### config.mk
export PLATFORM = sky130hd
export DESIGN_NAME = sram_pin_pattern_gen
export DESIGN_NICKNAME = d
export VERILOG_FILES = /design/src/rtl/sram_pin_pkg.sv /design/src/rtl/sram_pin_pattern_gen_pattern_lane.sv /design/src/rtl/sram_pin_pattern_gen.sv
export SDC_FILE = /design/constraint.sdc
export NUM_CORES = 1
export LEC_CHECK = 0
export BUFFER_PORTS_ARGS = -buffer_cell sky130_fd_sc_hd__clkbuf_2
export CAP_MARGIN = 20
export CELL_PAD_IN_SITES_DETAIL_PLACEMENT = 0
export CELL_PAD_IN_SITES_GLOBAL_PLACEMENT = 2
export CORE_MARGIN = 5
export CORE_UTILIZATION = 37
export CTS_BUF_LIST = sky130_fd_sc_hd__clkbuf_16
export CTS_CLUSTER_SIZE = 8
export DETAILED_ROUTE_END_ITERATION = 8
export PLACE_DENSITY = 0.82
export SYNTH_ARGS = -nofsm -noshare
export SYNTH_HDL_FRONTEND = slang
export SYNTH_SLANG_ARGS = --single-unit
### constraint.sdc
create_clock -name clk -period 5.3 [get_ports clk]
set_clock_uncertainty 0.1 [all_clocks]
set_input_delay 1.06 -clock clk [delete_from_list [all_inputs] [get_ports clk]]
set_output_delay 1.06 -clock clk [all_outputs]
set_load 0.02 [all_outputs]
### src/rtl/sram_pin_pkg.sv
// Shared definitions for the SRAM pin pattern generator.
//   - Pattern mode codes (2-bit, as presented on the mode input).
//   - seed(): starting value of a lane for a given mode, truncated to the
//     lane width.
//   - Fixed levels for the transceiver and SRAM control pins while the
//     pin test runs.
package sram_pin_pkg;

  localparam logic [1:0] MODE_WALK1 = 2'd0;
  localparam logic [1:0] MODE_WALK0 = 2'd1;
  localparam logic [1:0] MODE_COUNT = 2'd2;
  localparam logic [1:0] MODE_CHECK = 2'd3;

  // Transceivers transmit towards the SRAM and are enabled; the SRAM
  // itself stays deselected with write and output-enable inactive.
  localparam logic T_R_DATA_VAL   = 1'b1;
  localparam logic T_R_ADDR_VAL   = 1'b1;
  localparam logic N_OE_TRANS_VAL = 1'b0;
  localparam logic N_WRITE_VAL    = 1'b1;
  localparam logic N_OE_VAL       = 1'b1;
  localparam logic N_CE_VAL       = 1'b1;

  // Seed value for a lane of the given width (width 1..32).
  function automatic logic [31:0] seed(input logic [1:0] mode, input int unsigned width);
    logic [31:0] mask;
    logic [31:0] raw;
    mask = (width >= 32) ? 32'hFFFF_FFFF : ((32'd1 << width) - 32'd1);
    case (mode)
      MODE_WALK1: raw = 32'd1;
      MODE_WALK0: raw = ~32'd1;
      MODE_COUNT: raw = 32'd0;
      default:    raw = 32'h5555_5555;
    endcase
    return raw & mask;
  endfunction

endpackage

### src/rtl/sram_pin_pattern_gen_pattern_lane.sv
// pattern_lane: one W-bit pattern register (data or address bus).
//   clk, reset_n : clock, asynchronous active-low reset (value -> 1)
//   load         : load the seed of load_mode (takes priority)
//   advance      : apply one pattern step of the current mode
//   mode         : current (registered) pattern mode
//   load_mode    : mode whose seed is loaded on load
//   value        : lane output
//   wrap_next    : the next advance will return the lane to its seed
module pattern_lane
  import sram_pin_pkg::*;
#(
  parameter int W = 8
) (
  input  logic         clk,
  input  logic         reset_n,
  input  logic         load,
  input  logic         advance,
  input  logic [1:0]   mode,
  input  logic [1:0]   load_mode,
  output logic [W-1:0] value,
  output logic         wrap_next
);

  logic [W-1:0] next_value;
  logic [W-1:0] cur_seed;
  logic [W-1:0] load_seed;

  assign cur_seed  = W'(seed(mode, W));
  assign load_seed = W'(seed(load_mode, W));

  // NOTE: next_value gets a default before the case so that no path
  // leaves it unassigned; a missing default would infer a latch.
  always_comb begin
    next_value = value;
    case (mode)
      MODE_WALK1, MODE_WALK0: next_value = {value[W-2:0], value[W-1]};
      MODE_COUNT:             next_value = value + W'(1);
      default:                next_value = ~value;
    endcase
  end

  assign wrap_next = (next_value == cur_seed);

  // NOTE: state registers use non-blocking assignments so every flop
  // samples pre-edge values regardless of process evaluation order.
  always_ff @(posedge clk or negedge reset_n) begin
    if (!reset_n) begin
      value <= W'(1);
    end else if (load) begin
      value <= load_seed;
    end else if (advance) begin
      value <= next_value;
    end
  end

endmodule

### src/rtl/sram_pin_pattern_gen.sv
// sram_pin_pattern_gen: board-level pin exerciser for the DS2604 SRAM bus.
// Drives data/address buses with a selectable pattern advanced once every
// PRESCALE clocks, counts completed data sweeps and holds the SRAM
// deselected with the transceivers transmitting.
//
// Ports:
//   clk, reset_n   : clock, asynchronous active-low reset
//   enable         : 1 advances prescaler/pattern, 0 freezes them
//   mode           : 0 walk-one, 1 walk-zero, 2 binary count, 3 checkerboard
//   data, addr     : bus patterns
//   led            : data[7:0], zero-extended for narrow data buses
//   step           : one-cycle strobe, high in the cycle a new pattern appears
//   sweep_cnt      : completed data sweeps (wrapping)
//   t_r_data, t_r_addr, n_oe_trans, n_write, n_oe, n_ce : fixed controls
//   data_in, err   : loopback readback and sticky mismatch flag
//
// Build option: define LOOPBACK_CHECK_EN to compare data_in with data on
// the cycle after each step; otherwise data_in is ignored and err is 0.
module sram_pin_pattern_gen
  import sram_pin_pkg::*;
#(
  parameter int DATA_W   = 8,
  parameter int ADDR_W   = 15,
  parameter int PRESCALE = 524288,
  parameter int SWEEP_W  = 16
) (
  input  logic               clk,
  input  logic               reset_n,
  input  logic               enable,
  input  logic [1:0]         mode,
  output logic [DATA_W-1:0]  data,
  output logic [ADDR_W-1:0]  addr,
  output logic [7:0]         led,
  output logic               step,
  output logic [SWEEP_W-1:0] sweep_cnt,
  output logic               t_r_data,
  output logic               t_r_addr,
  output logic               n_oe_trans,
  output logic               n_write,
  output logic               n_oe,
  output logic               n_ce,
  input  logic [DATA_W-1:0]  data_in,
  output logic               err
);

  localparam int PS_W = $clog2(PRESCALE);
  localparam logic [PS_W-1:0] PS_LAST = PS_W'(PRESCALE - 1);

  logic [PS_W-1:0] prescaler;
  logic [1:0]      mode_q;
  logic            mode_change;
  logic            tick;
  logic            data_wrap;
  logic            unused_addr_wrap;

  // A mode change reloads the seeds and restarts the prescaler; it wins
  // over a step falling on the same edge.
  assign mode_change = (mode != mode_q);
  assign tick        = enable && !mode_change && (prescaler == PS_LAST);

  always_ff @(posedge clk or negedge reset_n) begin
    if (!reset_n) begin
      prescaler <= '0;
      mode_q    <= MODE_WALK1;
      step      <= 1'b0;
      sweep_cnt <= '0;
    end else begin
      step <= tick;
      if (mode_change) begin
        mode_q    <= mode;
        prescaler <= '0;
      end else if (enable) begin
        prescaler <= tick ? '0 : prescaler + PS_W'(1);
      end
      if (tick && data_wrap) begin
        sweep_cnt <= sweep_cnt + SWEEP_W'(1);
      end
    end
  end

  pattern_lane #(.W(DATA_W)) u_data_lane (
    .clk       (clk),
    .reset_n   (reset_n),
    .load      (mode_change),
    .advance   (tick),
    .mode      (mode_q),
    .load_mode (mode),
    .value     (data),
    .wrap_next (data_wrap)
  );

  pattern_lane #(.W(ADDR_W)) u_addr_lane (
    .clk       (clk),
    .reset_n   (reset_n),
    .load      (mode_change),
    .advance   (tick),
    .mode      (mode_q),
    .load_mode (mode),
    .value     (addr),
    .wrap_next (unused_addr_wrap)
  );

  generate
    if (DATA_W >= 8) begin : g_led_wide
      assign led = data[7:0];
    end else begin : g_led_narrow
      assign led = {{(8 - DATA_W){1'b0}}, data};
    end
  endgenerate

  assign t_r_data   = T_R_DATA_VAL;
  assign t_r_addr   = T_R_ADDR_VAL;
  assign n_oe_trans = N_OE_TRANS_VAL;
  assign n_write    = N_WRITE_VAL;
  assign n_oe       = N_OE_VAL;
  assign n_ce       = N_CE_VAL;

`ifdef LOOPBACK_CHECK_EN
  logic [DATA_W-1:0] data_in_q;
  logic              check_q;

  // data_in_q captures the bus during the step cycle; the comparison runs
  // one cycle later. A mode change at the end of the step cycle moves data
  // away from what was captured, so that comparison is skipped.
  always_ff @(posedge clk or negedge reset_n) begin
    if (!reset_n) begin
      data_in_q <= '0;
      check_q   <= 1'b0;
      err       <= 1'b0;
    end else begin
      data_in_q <= data_in;
      check_q   <= step && !mode_change;
      if (check_q && (data_in_q != data)) begin
        err <= 1'b1;
      end
    end
  end
`else
  logic unused_data_in;
  assign unused_data_in = ^data_in;
  assign err = 1'b0;
`endif

endmodule
==> run metrics <==
remaining global-route overflow 0; syn avg cell area 9.21 sq um; CP max-delay cell mux2i_4; share of cells above drive strength 1 20.0%; static leakage 2.08 nW; initial antenna violation count 0; Max Buffers Root-to-Sink 2; WP buf/inv 1; Placed Cells 599; H-tree levels 3; Detailed Route Iter0 Violations 213; ant diodes 0; final setup vio count 0; first-pass GRT wire length 17,100 um; WP data arrival 3630 ps; crit-path max FO 15; CTS buffer count 9; GPL Wtd Cong 0.771; HPWL Detailed 6670 um; delay-heaviest family, CP simple AND/OR/NAND/NOR gates; top_reg_cell synth dfrtp_1; warnings from Yosys 0; chip height 114 um; crit-path max cell delay 540 ps; Site Rows 38; PortBufs 52; IO Count 68; # hold bufs at CTS 0; relative slew slack 45.8%; worst slew pin tran 813 ps; Crit Path Class flop to flop; Reg clk slew, reported paths 60 ps; die footprint 13,100 sq um; Synth area leaders dfrtp_1 (37%), xnor2_1 (3.9%), xor2_1 (3.7%); most frequent cells in the layout dfrtp_1 (59), clkbuf_2 (52), nand2_1 (36); post-route setup TNS 0 ps; WL per Instance 16.4 um; top cell type by total area after synthesis dfrtp_1; area share of the largest cell type after synthesis 36.7%; quantity of gates resized following cts 0; DRT Wirelength 10,100 um; Final Hold Viols 0; period utilisation layout 66.5%; CTS Root Cell clkbuf_16; synth-to-layout area growth 14.0%; status completed; min Tclk post-route 3520 ps; EDFF count, synth 0; leading cell type in the layout, fill and taps excluded dfrtp_1; post-CTS setup buffers 0; crit start category flop; CTS Sinks 61; Syn Inst Count 437; Skew-Pair Late Insertion Delay 330 ps; Synth async-reset ratio 100%; Post-route DRC 0; Finished Core Util 42.7%; Max Slew Vio Count 0; CTS tree built; drt pass-1 iters 5; Setup crit end kind flop; Power Total 1.41 mW; max-cap check violation count 0; Nets 494; vias in the first global route 3,283; Routed Antenna Nets 0; Distinct cells, synth 66; core area 10,700 sq um; Mapped Area 4020 sq um; initial core utilization 37.4%; power per cell area 308 nW/um^2; number of synthesized register bits 61; type of the most critical hold path flop to flop; maximum vdd drop 0.000146 V; largest net degree at the start of global routing 62; Via Count 3,393; Die Width 114 um; Max Freq 284 MHz; required time worst endpoint 5410 ps; Vias per Instance 5.52; Seq/Total Area, Yosys 38.0%; GRT Total Usage 16.3%; non-filler instance count after layout 615; Cell Chain, Critical Path inv_1 > ha_1 > or2_1 > a221oi_1 > a21oi_1 > or4_4 > mux2i_4 > nand3_2 > mux2_4; RSZ-0062 raised after global routing no
[final cells by class]
class	instances	area (sq um)
fillers	1109	6160
clock buffers	9	225
clock inverters	7	81.3
inverters	12	45.0
multi-input cells	328	2220
repair buffers	58	305
flip-flops and latches	61	1530
well taps	140	175
[state kept, by name, summed over array words and instances, names as in the netlist]
name / count
sweep_cnt: 16
u_data_lane.value: 8
step: 1
u_addr_lane.value: 15
prescaler: 19
mode_q: 2
[synth_stat cells, types with 6 or more instances]
cell type / n
dfrtp_1: 59
buf_4: 16
a221o_1: 6
ha_1: 11
xor2_1: 17
o21ai_1: 12
a21oi_1: 24
mux2i_1: 7
or3_1: 6
nand3_1: 26
nand4_1: 9
nor3_1: 6
o21ai_0: 16
clkbuf_1: 14
o211ai_1: 7
and3_1: 13
nand4_2: 10
nand2_1: 36
a221oi_1: 6
inv_1: 11
nor2_1: 34
xnor2_1: 18
[per-stage QoR]
| stage | setup slack, ps | instance area, sq um | hold slack (ps) |
|---|---|---|---|
| CTS | 1750 | 4590 | 382 |
| global placement | 1620 | 4280 | 361 |
| detailed placement | 1610 | 4280 | 374 |
| global route | 1560 | 4590 | 390 |
| floorplan | 2250 | 4040 | 390 |
| finish | 1780 | 4590 | 382 |
[worst paths after layout]
| check | startpoint | cells after the start | slack (ps) | endpoint |
|---|---|---|---|---|
| max in group asynchronous | reset_n | 2 | 3760 | sweep_cnt[0]$_DFFE_PN0P_ |
| worst min-delay path | sweep_cnt[15]$_DFFE_PN0P_ | 1 | 380 | sweep_cnt[15]$_DFFE_PN0P_ |
| worst max-delay path | mode_q[1]$_DFFE_PN0N_ | 9 | 1780 | sweep_cnt[1]$_DFFE_PN0P_ |
| worst max register to register | mode_q[1]$_DFFE_PN0N_ | 9 | 1780 | sweep_cnt[1]$_DFFE_PN0P_ |
| worst min register to register | sweep_cnt[15]$_DFFE_PN0P_ | 1 | 380 | sweep_cnt[15]$_DFFE_PN0P_ |
| min in group asynchronous | reset_n | 2 | 820 | step$_DFF_PN0_ |
[power by group]
group | switching [mW] | leakage, nW | internal [mW]
sequential | 0.0556 | 0.804 | 0.493
clock | 0.207 | 0.155 | 0.405
combinational | 0.167 | 1.13 | 0.0865
total | 0.430 | 2.08 | 0.984
[kinds of logic after synthesis]
kind of cell / synth area share, %
XOR/XNOR: 7.62
AO/OA/AOI/OAI: 17.0
AND/OR/NAND/NOR: 23.2
other: 0.187
flip-flops: 38.0
buffers and inverters: 7.31
adder cells (fa/ha/maj): 3.42
multiplexers: 3.30
[layer usage]
metal | global-route usage (%) | wire [um] | vias up
li1 | - | - | 1644
met1 | 22.8 | 4900 | 1672
met2 | 25.3 | 4650 | 70
met3 | 3.59 | 425 | 7
met4 | 4.51 | 97 | 0
met5 | 0 | 0 | -
Note: power is estimated with default switching activity, not from simulation.
